**src/rtl/alu_ctrl_seq.sv**
```systemverilog
// alu_ctrl_seq: registered, handshaked ALU control decoder.
//   Decodes {ALUOp, funct} into the ALU Funct code. Single-cycle ops are presented
//   one cycle after accept. multu is held in a wait state for MUL_LAT cycles first.
//   Result is held while out_ready is low, and in_ready drops until the result retires.
// Ports:
//   clk, rst                      - clock (rising edge), synchronous active-high reset
//   in_valid/in_ready, funct, ALUOp  - request side; inputs sampled only on accept
//   out_valid/out_ready, Funct, illegal - result side; illegal=1 forces Funct=0
//   busy                          - high while a multu waits out its latency
// Optional (macro ALU_CTRL_PERF_EN): op_count, illegal_count saturating 16-bit retire counters.
module alu_ctrl_seq #(
    parameter int FUNCT_W = 6,
    parameter int ALUOP_W = 2,
    parameter int MUL_LAT = 4,
    parameter int CNT_W   = 4
) (
    input  logic               clk,
    input  logic               rst,
    input  logic               in_valid,
    output logic               in_ready,
    input  logic [FUNCT_W-1:0] funct,
    input  logic [ALUOP_W-1:0] ALUOp,
    output logic               out_valid,
    input  logic               out_ready,
    output logic [FUNCT_W-1:0] Funct,
    output logic               illegal,
    output logic               busy
`ifdef ALU_CTRL_PERF_EN
    ,
    output logic [15:0]        op_count,
    output logic [15:0]        illegal_count
`endif
);

    localparam logic [FUNCT_W-1:0] F_ADDU  = FUNCT_W'(6'b001011);
    localparam logic [FUNCT_W-1:0] F_SUBU  = FUNCT_W'(6'b001101);
    localparam logic [FUNCT_W-1:0] F_AND   = FUNCT_W'(6'b010010);
    localparam logic [FUNCT_W-1:0] F_SLL   = FUNCT_W'(6'b100110);
    localparam logic [FUNCT_W-1:0] F_MULTU = FUNCT_W'(6'b011001);

    typedef enum logic [1:0] {
        S_IDLE  = 2'd0,
        S_MWAIT = 2'd1,
        S_OUT   = 2'd2
    } state_t;

    state_t             r_state;
    state_t             w_state_nxt;
    logic [CNT_W-1:0]   r_cnt;
    logic [CNT_W-1:0]   w_cnt_nxt;
    logic [FUNCT_W-1:0] r_funct;
    logic               r_illegal;

    logic [FUNCT_W-1:0] w_dec_funct;
    logic               w_dec_illegal;
    logic               w_dec_multi;
    logic               w_accept;
    logic               w_retire;

    // Combinational decode of the live request; only captured on accept.
    always_comb begin
        w_dec_funct   = '0;
        w_dec_illegal = 1'b1;
        w_dec_multi   = 1'b0;
        if (ALUOp == ALUOP_W'(2'b00)) begin
            w_dec_funct   = F_SUBU;
            w_dec_illegal = 1'b0;
        end else if (ALUOp == ALUOP_W'(2'b01)) begin
            w_dec_funct   = F_ADDU;
            w_dec_illegal = 1'b0;
        end else if (ALUOp == ALUOP_W'(2'b10)) begin
            if (funct == F_ADDU || funct == F_SUBU || funct == F_AND ||
                funct == F_SLL  || funct == F_MULTU) begin
                w_dec_funct   = funct;
                w_dec_illegal = 1'b0;
                w_dec_multi   = (funct == F_MULTU);
            end
        end
    end

    // A result slot frees up in the same cycle it retires, giving 1 op/cycle.
    assign in_ready  = (r_state == S_IDLE) || ((r_state == S_OUT) && out_ready);
    assign out_valid = (r_state == S_OUT);
    assign busy      = (r_state == S_MWAIT);
    assign Funct     = r_funct;
    assign illegal   = r_illegal;
    assign w_accept  = in_valid && in_ready;
    assign w_retire  = out_valid && out_ready;

    always_comb begin
        w_state_nxt = r_state;
        w_cnt_nxt   = r_cnt;
        case (r_state)
            S_MWAIT: begin
                if (r_cnt == '0) begin
                    w_state_nxt = S_OUT;
                end else begin
                    w_cnt_nxt = r_cnt - 1'b1;
                end
            end
            S_OUT: begin
                if (out_ready && !w_accept) begin
                    w_state_nxt = S_IDLE;
                end
            end
            default: ;
        endcase
        // Accept overrides the above; covers both IDLE and retire-plus-accept in OUT.
        if (w_accept) begin
            if (w_dec_multi) begin
                w_state_nxt = S_MWAIT;
                w_cnt_nxt   = CNT_W'(MUL_LAT - 1);
            end else begin
                w_state_nxt = S_OUT;
            end
        end
    end

    always_ff @(posedge clk) begin
        if (rst) begin
            r_state   <= S_IDLE;
            r_cnt     <= '0;
            r_funct   <= '0;
            r_illegal <= 1'b0;
        end else begin
            r_state <= w_state_nxt;
            r_cnt   <= w_cnt_nxt;
            if (w_accept) begin
                r_funct   <= w_dec_funct;
                r_illegal <= w_dec_illegal;
            end
        end
    end

`ifdef ALU_CTRL_PERF_EN
    logic [15:0] r_op_count;
    logic [15:0] r_illegal_count;

    always_ff @(posedge clk) begin
        if (rst) begin
            r_op_count      <= '0;
            r_illegal_count <= '0;
        end else if (w_retire) begin
            if (r_op_count != 16'hFFFF) begin
                r_op_count <= r_op_count + 16'd1;
            end
            if (r_illegal && (r_illegal_count != 16'hFFFF)) begin
                r_illegal_count <= r_illegal_count + 16'd1;
            end
        end
    end

    assign op_count      = r_op_count;
    assign illegal_count = r_illegal_count;
`else
    logic w_unused;
    assign w_unused = w_retire;
`endif

endmodule

```
**config.mk**
```make
export PLATFORM = sky130hd
export DESIGN_NAME = alu_ctrl_seq
export DESIGN_NICKNAME = d
export VERILOG_FILES = /design/src/rtl/alu_ctrl_seq.sv
export SDC_FILE = /design/constraint.sdc
export NUM_CORES = 1
export LEC_CHECK = 0
export BUFFER_PORTS_ARGS = -buffer_cell sky130_fd_sc_hd__buf_2
export CORE_ASPECT_RATIO = 1.25
export CORE_MARGIN = 4
export CORE_UTILIZATION = 50
export CTS_CLUSTER_SIZE = 14
export DETAILED_ROUTE_END_ITERATION = 6
export PLACE_DENSITY = 0.76
export SLEW_MARGIN = 30
export SYNTH_ARGS = -nofsm -noshare
export SYNTH_HDL_FRONTEND = slang
export SYNTH_SLANG_ARGS = --single-unit
```
**constraint.sdc**
```tcl
create_clock -name clk -period 2 [get_ports clk]
set_clock_uncertainty 0.05 [all_clocks]
set_input_delay 0.4 -clock clk [delete_from_list [all_inputs] [get_ports clk]]
set_output_delay 0.4 -clock clk [all_outputs]
set_load 0.03 [all_outputs]
```
==> results.txt, run 1 <==
The async set or reset register ratio after synthesis came out at 0. The final cell count without fillers is 135. The via count of the routed design is between 700 and 800. The number of buffers and inverters on the critical path is 2. The cell sitting at the root of the clock tree is a clkbuf_4. 0 antenna diodes ended up in the layout. The TritonCTS clock tree is done.

The pin count of the biggest net entering global routing is 11. The most frequent standard cell in the layout excluding fill and tap cells is buf_2. The clock sink count came out at 13.

In the layout the commonest cells are 21 x buf_2, 13 x dfxtp_1, 10 x nand2_1, 7 x inv_1. The effective utilization at floorplan came out at 0.5248. The post-layout net count came out at 135. In this run, synthesis inferred 0 flip-flops with an integrated enable. The max-slew violation total from the final report is 0. The peak per-stage delay on the critical path is a little under 0.4 ns. The number of setup violations in the final report came out at 0. Buffers inserted to repair hold after CTS numbered 0. The number of iterations in the first detailed-routing pass came out at 4. The post-synthesis register bit count came out at 13.

For this block, the routed nets add up to roughly 1800 microns of wire. The cell area power density came out at between 500 and 600 nW/um^2. The net count after synthesis is between 100 and 150. The die span in x came out at 44.21 microns. The area added between synthesis and finish is 18.32%. The HPWL reported at the end of detailed placement is 1418 microns. Max-cap violations in this run came to 0. The cell count after synthesis is 93. STA puts the critical path data required time at about 1.6 ns. The initial antenna violation count came out at 0. The global-route total usage across every layer is 0.1669.

The number of cells in the design after placement came out at between 100 and 150. Measured against its own limit, the worst slew margin works out to 0.7594. The highest-delay cell along the critical path is dfxtp_1. The unique cell type count in the Yosys netlist came out at 40. In this run the worst hold path is classified as in -> reg. For the pin with the worst max-slew slack, the measured transition is roughly 0.36 ns.

The chip height came out at 53.27 microns. The placeable core region is 1562 sq um. Based on the critical path, the design can be clocked at up to 534.5 MHz. The residual antenna-violating net count after detailed routing came out at 0.

The DRC violation count after routing is 0. CTS built an H-tree with a depth of 1. The flow ran to the end, and the final reports show no timing, DRC or antenna violations. The post-detailed-route via-to-cell ratio came out at 5.911.

Clock-pin slew was measured on the worst setup and hold paths at ~0.080 ns. The critical path in this run is classified as reg -> out. The routed length per instance came out at 13.07 microns. The last weighted congestion value of the routability-driven placer came out at 0.7910. The Yosys warning count came out at 0. The worst path arrival time came out at 1.42 ns. The most used flip-flop cell after synthesis is dfxtp_1. Of the synthesized area, sequential elements account for 0.3176. The worst ir drop on vdd came out at roughly 0.33 mV. The total of fill cells in the finished design is ~140. The total number of placement rows came out at 16.

Setup repair after global routing left no endpoint under its margin. The total I/O pin count is 22. In the final layout, the share of cells above drive strength 1 is 0.2991.

The total grt overflow is 0. Once the clock tree was built, the resizer swapped 0 gates to a different size. The leakage power total came out at 0.0004178 uW. The first global-routing pass estimated roughly 2900 microns of wire. In this run, the number of DRC markers left after iteration 0 of detailed routing was 13. The die area is 2355 sq um.

The insertion delay to the later sink of the worst-skew pair came out at ~0.27 ns. The mapped cell area is between 800 and 900 sq um. On the critical path the largest part of the delay comes from flip-flops. The number of hold violations in the final report came to 0. The clock period minus final worst setup slack came out at roughly 1.9 ns.

Input and output buffers added on the ports amount to 21. The final total negative setup slack came out at 0 ns. Each instance of the synthesized netlist takes up on average approximately 8.8 sq um. The clock passes through at most 2 buffers.

The number of global-route vias before repair was a little over 700. The total clock buffers created by CTS came out at 3. The final period utilization is 0.9355. The critical path goes through inv_1, ha_1, a21o_1, buf_2. The setup slack of the worst register-to-register path is a little over 0.3 ns. The sort of element at the end of the critical path is a primary output. STA classifies the critical path startpoint as a register. Along the worst path, the maximum fanout reaches 7. Post-CTS timing repair inserted 0 buffers for setup.
==> metal layers <==
layer	global-route usage	wire length, microns	vias up
li1	-	-	399
met1	0.1809	757	371
met2	0.2937	882	26
met3	0.03401	96	2
met4	0.09548	28	0
met5	0	0	-
==> where the power goes <==
part	leakage [uW]	total (uW)	internal (uW)	switching, uW
combinational	0.000297	133	46.2	87.0
clock	0.0000150	164	77.3	86.3
sequential	0.000106	276	270	6.30
==> kinds of logic (layout without fill, tap and decap cells) <==
logic type	after synthesis	count (layout)	share of synthesized area
AOI/OAI and AO/OA	27	27	0.2672
xor gates and xnor gates	1	1	0.01069
adders and majority gates	5	5	0.07634
DFF	13	13	0.3176
buffers and inverters	8	32	0.03664
and+or+nand+nor	39	39	0.2916
==> stage by stage <==
step                      setup slack, ns  hold WS [ns]  power, uW  cell area [sq um]    util
after floorplan                   0.05671        0.4156      370.3              819.5       -
after global placement             0.3267        0.4023      411.9              943.4  0.6042
after detailed placement           0.3324        0.4222      415.4              943.4  0.6042
after CTS                          0.1238        0.3731      576.9              969.7  0.6210
after global routing              0.01621        0.3794      606.6              969.7  0.6210
final                              0.1290        0.3752      573.0              969.7  0.6210
==> flip-flops by register name, summed over array words and instances (netlist names) <==
signal   flops
Funct        6
r_state      2
illegal      1
r_cnt        4
==> worst reg2reg max path, stage by stage (launching register included) <==
cell and delay (ns):
dfxtp_1 0.34, inv_1 0.09, ha_1 0.20, a21o_1 0.25
nand2_1 0.24, a211o_1 0.32, a21oi_1 0.13
==> area by class of cell <==
cell class,count,area (sq um),share of cell area
multi-input combinational,72,529.3,0.5458
sequential,13,260.3,0.2684
timing repair buffer,21,105.1,0.1084
clock buffer,4,26.28,0.02710
inverter,7,26.28,0.02710
tap,18,22.52,0.02323
==> synth_stat cells (2+ instances only) <==
master | instances | area [sq um]
dfxtp_1 | 13 | 260.3
nand2_1 | 10 | 37.54
inv_1 | 7 | 26.28
a21oi_1 | 5 | 25.02
ha_1 | 5 | 62.56
o21ai_0 | 5 | 25.02
nand3_1 | 4 | 20.02
nor2_1 | 4 | 15.01
nor3_1 | 4 | 20.02
a211oi_1 | 2 | 15.01
and2_1 | 2 | 12.51
and4bb_2 | 2 | 25.02
o21a_1 | 2 | 15.01
o41ai_2 | 2 | 32.53
==> final timing paths <==
path	from	endpoint	cells past startpoint
hold / removal	funct[4]	Funct[4]$_SDFFE_PP0P_	3
setup / recovery	r_state[0]$_SDFFE_PP0P_	in_ready	4
setup reg to reg	r_state[0]$_SDFFE_PP0P_	Funct[2]$_SDFFE_PP0P_	6
hold reg to reg	Funct[2]$_SDFFE_PP0P_	Funct[2]$_SDFFE_PP0P_	2
(Power assumes the default switching activity.)
==> run 2, diff against run 1 <==
==> constraint.sdc (replaced) <==
create_clock -name clk -period 2 [get_ports clk]
set_clock_uncertainty 0.05 [all_clocks]
set_input_delay 0 -clock clk [delete_from_list [all_inputs] [get_ports clk]]
set_output_delay 0 -clock clk [all_outputs]
set_load 0.03 [all_outputs]
==> run 2 against run 1 <==
Compared with the run above: via count is 2.9% higher; global-route usage up 0.77 points; first-iteration DRC count is the same; sequential power barely moved; design area rose by 5.2%; critical endpoint is now Funct[2]$_SDFFE_PP0P_; highest routed layer unchanged.
==> results.txt, run 2 (same netlist as run 1, synthesis figures left out) <==
The effective utilization at floorplan was 0.5248 (unchanged). The critical register-to-register path startpoint is r_state[0]$_SDFFE_PP0P_ (unchanged). The max-slew violation total from the final report is 0 (unchanged). The number of buffers added on ports is 21 (unchanged).

The die span in x came out at 44.21 microns (unchanged). The clock period minus final worst setup slack came out at 1.696 ns (was 1.871 ns). The final period utilization came out at 0.8480 (was 0.9355). The maximum clock insertion buffer count came out at 2 (unchanged). The via count of the routed design came out at 821 (was 798). The initial antenna violation count is 0 (unchanged). The net switching power of the design is 180.8 uW (was 179.5 uW). The clock root buffer master is clkbuf_4 (unchanged). The flip-flop count of the largest register after layout came out at 6 (unchanged). The fraction of layout instances using a drive strength above 1 came to 0.2869 (was 0.2991).

The count of cells along the worst register-to-register path was 6 (unchanged). The highest net fanout along the worst path came out at 9 (was 7). The DRC violation count after routing is 0 (unchanged).

The number of iterations in the first detailed-routing pass is 4 (unchanged). The number of diodes is 0 (unchanged). The routed length per instance is 12.92 microns (was 13.07 microns). The number of setup buffers added after CTS is 0 (unchanged). The chip height came out at 53.27 microns (unchanged). The cell area power density was 569.4 nW/um^2 (was 590.9 nW/um^2).

The global-route total usage across every layer came out at 0.1746 (was 0.1669). The beginning of the critical path was r_state[0]$_SDFFE_PP0P_ (unchanged). The fraction of power spent switching nets came to 0.3113 (was 0.3133). The clock sink count is 13 (unchanged). The sequential power share came out at 0.476 (was 0.482). The HPWL reported at the end of detailed placement came out at 1418 microns (unchanged). The final total negative setup slack came out at 0 ns (unchanged). The last weighted congestion value of the routability-driven placer came out at 0.7910 (unchanged). The most frequent standard cell in the layout excluding fill and tap cells is buf_2 (unchanged). The peak per-stage delay on the critical path was 0.34 ns (was 0.39 ns).

The worst path arrival time came out at 1.85 ns (was 1.42 ns). Top library cells by usage in the layout, fill and taps aside: 21 x buf_2, 13 x dfxtp_1, 10 x nand2_1, 7 x inv_1 (unchanged). Setup repair after global routing missed its margin: false (unchanged). The sort of element at the end of the critical path is a register (was primary output). The TritonCTS clock tree is done (unchanged). The achievable frequency was 589.6 MHz (was 534.5 MHz). The wire length reported by the detailed router is 1809 microns (was 1765 microns). The number of hold violations in the final report came out at 0 (unchanged).

The headroom to the max-slew limit came out at 0.7607 (was 0.7594). The combinational share of power came to 0.243 (was 0.232). The residual antenna-violating net count after detailed routing came out at 0 (unchanged). The post-detailed-route via-to-cell ratio came out at 5.864 (was 5.911). The clock slew at the register clock pins of the worst setup and hold paths is 0.08 ns (about the same). The total I/O pin count came out at 22 (unchanged). The startpoint of the worst hold path was ALUOp[0] (was funct[4]). The hold-critical path depth came to 3 (unchanged). The internal portion of total power is 399.9 uW (was 393.5 uW). The highest-delay cell along the critical path is dfxtp_1 (unchanged).

The number of setup violations in the final report came to 0 (unchanged). The share of power burned in the clock network came to 0.282 (was 0.285). The total of fill cells in the finished design is 139 (was 143).

The total number of placement rows is 16 (unchanged). The count of routing violations after the opening detailed-route iteration is 13 (unchanged). The worst hold-check path type is in -> reg (unchanged). The final core area utilization came out at 0.6530 (was 0.6210). The smallest hold slack was 0.02093 ns (was 0.3752 ns). The insertion delay to the later sink of the worst-skew pair is 0.27 ns (about the same).

Cells along the critical path: inv_1, ha_1, a21o_1, nand2_1, a211o_1, a21oi_1 (was inv_1, ha_1, a21o_1, buf_2). The total grt overflow came to 0 (unchanged). The die area came out at 2355 sq um (unchanged). The required time of the worst setup path was 2.16 ns (was 1.55 ns). Result of the run: complete, no violations (unchanged).

The worst ir drop on vdd is 0.3379 mV (was 0.3290 mV). The leakage power total is 0.0004359 uW (was 0.0004178 uW). The path type of the worst setup path is reg -> reg (was reg -> out). The area added between synthesis and finish was 24.43% (was 18.32%). The first-pass GRT wire length was 3022 microns (was 2891 microns). The depth of the CTS H-tree was 1 (unchanged).

The slew of the pin with the lowest slew margin is 0.3542 ns (was 0.3561 ns). The pin count of the biggest net entering global routing came out at 11 (unchanged). The sort of element at the start of the critical path is a register (unchanged). The post-layout net count is 140 (was 135).

The total clock buffers created by CTS is 3 (unchanged). The max-capacitance violation count is 0 (unchanged). The placeable core region is 1562 sq um (unchanged).

The number of global-route vias before repair is 752 (was 716).
==> run 2: changes by cell type in the layout (fill, tap and decap cells not counted), sizes merged <==
| cell | change |
|---|---|
| dlygate4sd3 | +5 |
==> run 2: what timing repair did <==
action,in CTS,in global routing
hold endpoints to repair,6,0
hold buffers,5,0
gates resized for setup,0,0
==> run 2: cell type report <==
type | count | area, sq um | area share
clock buffer | 4 | 26.28 | 0.02577
inverter | 7 | 26.28 | 0.02577
multi-input combinational | 72 | 529.3 | 0.5190
sequential | 13 | 260.3 | 0.2552
tap | 18 | 22.52 | 0.02209
timing repair buffer | 26 | 155.1 | 0.1521
==> run 2: through the flow <==
step / setup WS [ns] / power [uW] / std cells / area [sq um]
2_1_floorplan: 0.05671 / 370.3 / 93 / 819.5
3_3_place_gp: 0.3267 / 411.9 / 131 / 943.4
3_5_place_dp: 0.3324 / 415.4 / 131 / 943.4
4_1_cts: 0.3122 / 584.2 / 140 / 1020
5_1_grt: 0.1598 / 615.0 / 140 / 1020
6_report: 0.3040 / 580.6 / 140 / 1020
==> run 2: worst paths after layout <==
kind | end | slack (ns)
worst max register to register | Funct[2]$_SDFFE_PP0P_ | 0.30
worst min register to register | Funct[2]$_SDFFE_PP0P_ | 0.44
worst max-delay path | Funct[2]$_SDFFE_PP0P_ | 0.30
worst min-delay path | Funct[2]$_SDFFE_PP0P_ | 0.02
==> run 2: routing by layer <==
metal  global-route usage  up-vias  routed length (microns)
li1                     -      411                        -
met1               0.1890      383                      771
met2               0.3107       25                      929
met3              0.03401        2                       84
met4              0.09548        0                       25
met5                    0        -                        0
==> run 2: power by group through the flow <==
stage / logic (uW) / registers, uW / clock network [uW]
2_1_floorplan: 71.9 / 298 / 0
3_3_place_gp: 131 / 281 / 0
3_5_place_dp: 133 / 282 / 0
4_1_cts: 141 / 276 / 167
5_1_grt: 154 / 278 / 183
6_report: 141 / 276 / 164
==> run 2: worst max-delay path, delay by kind of cell (launching register included) <==
kind	cells	cell delay [ns]
DFF	1	0.34
buffers and inverters	1	0.09
adders and majority gates	1	0.20
AOI/OAI and AO/OA	3	0.70
and+or+nand+nor	1	0.24
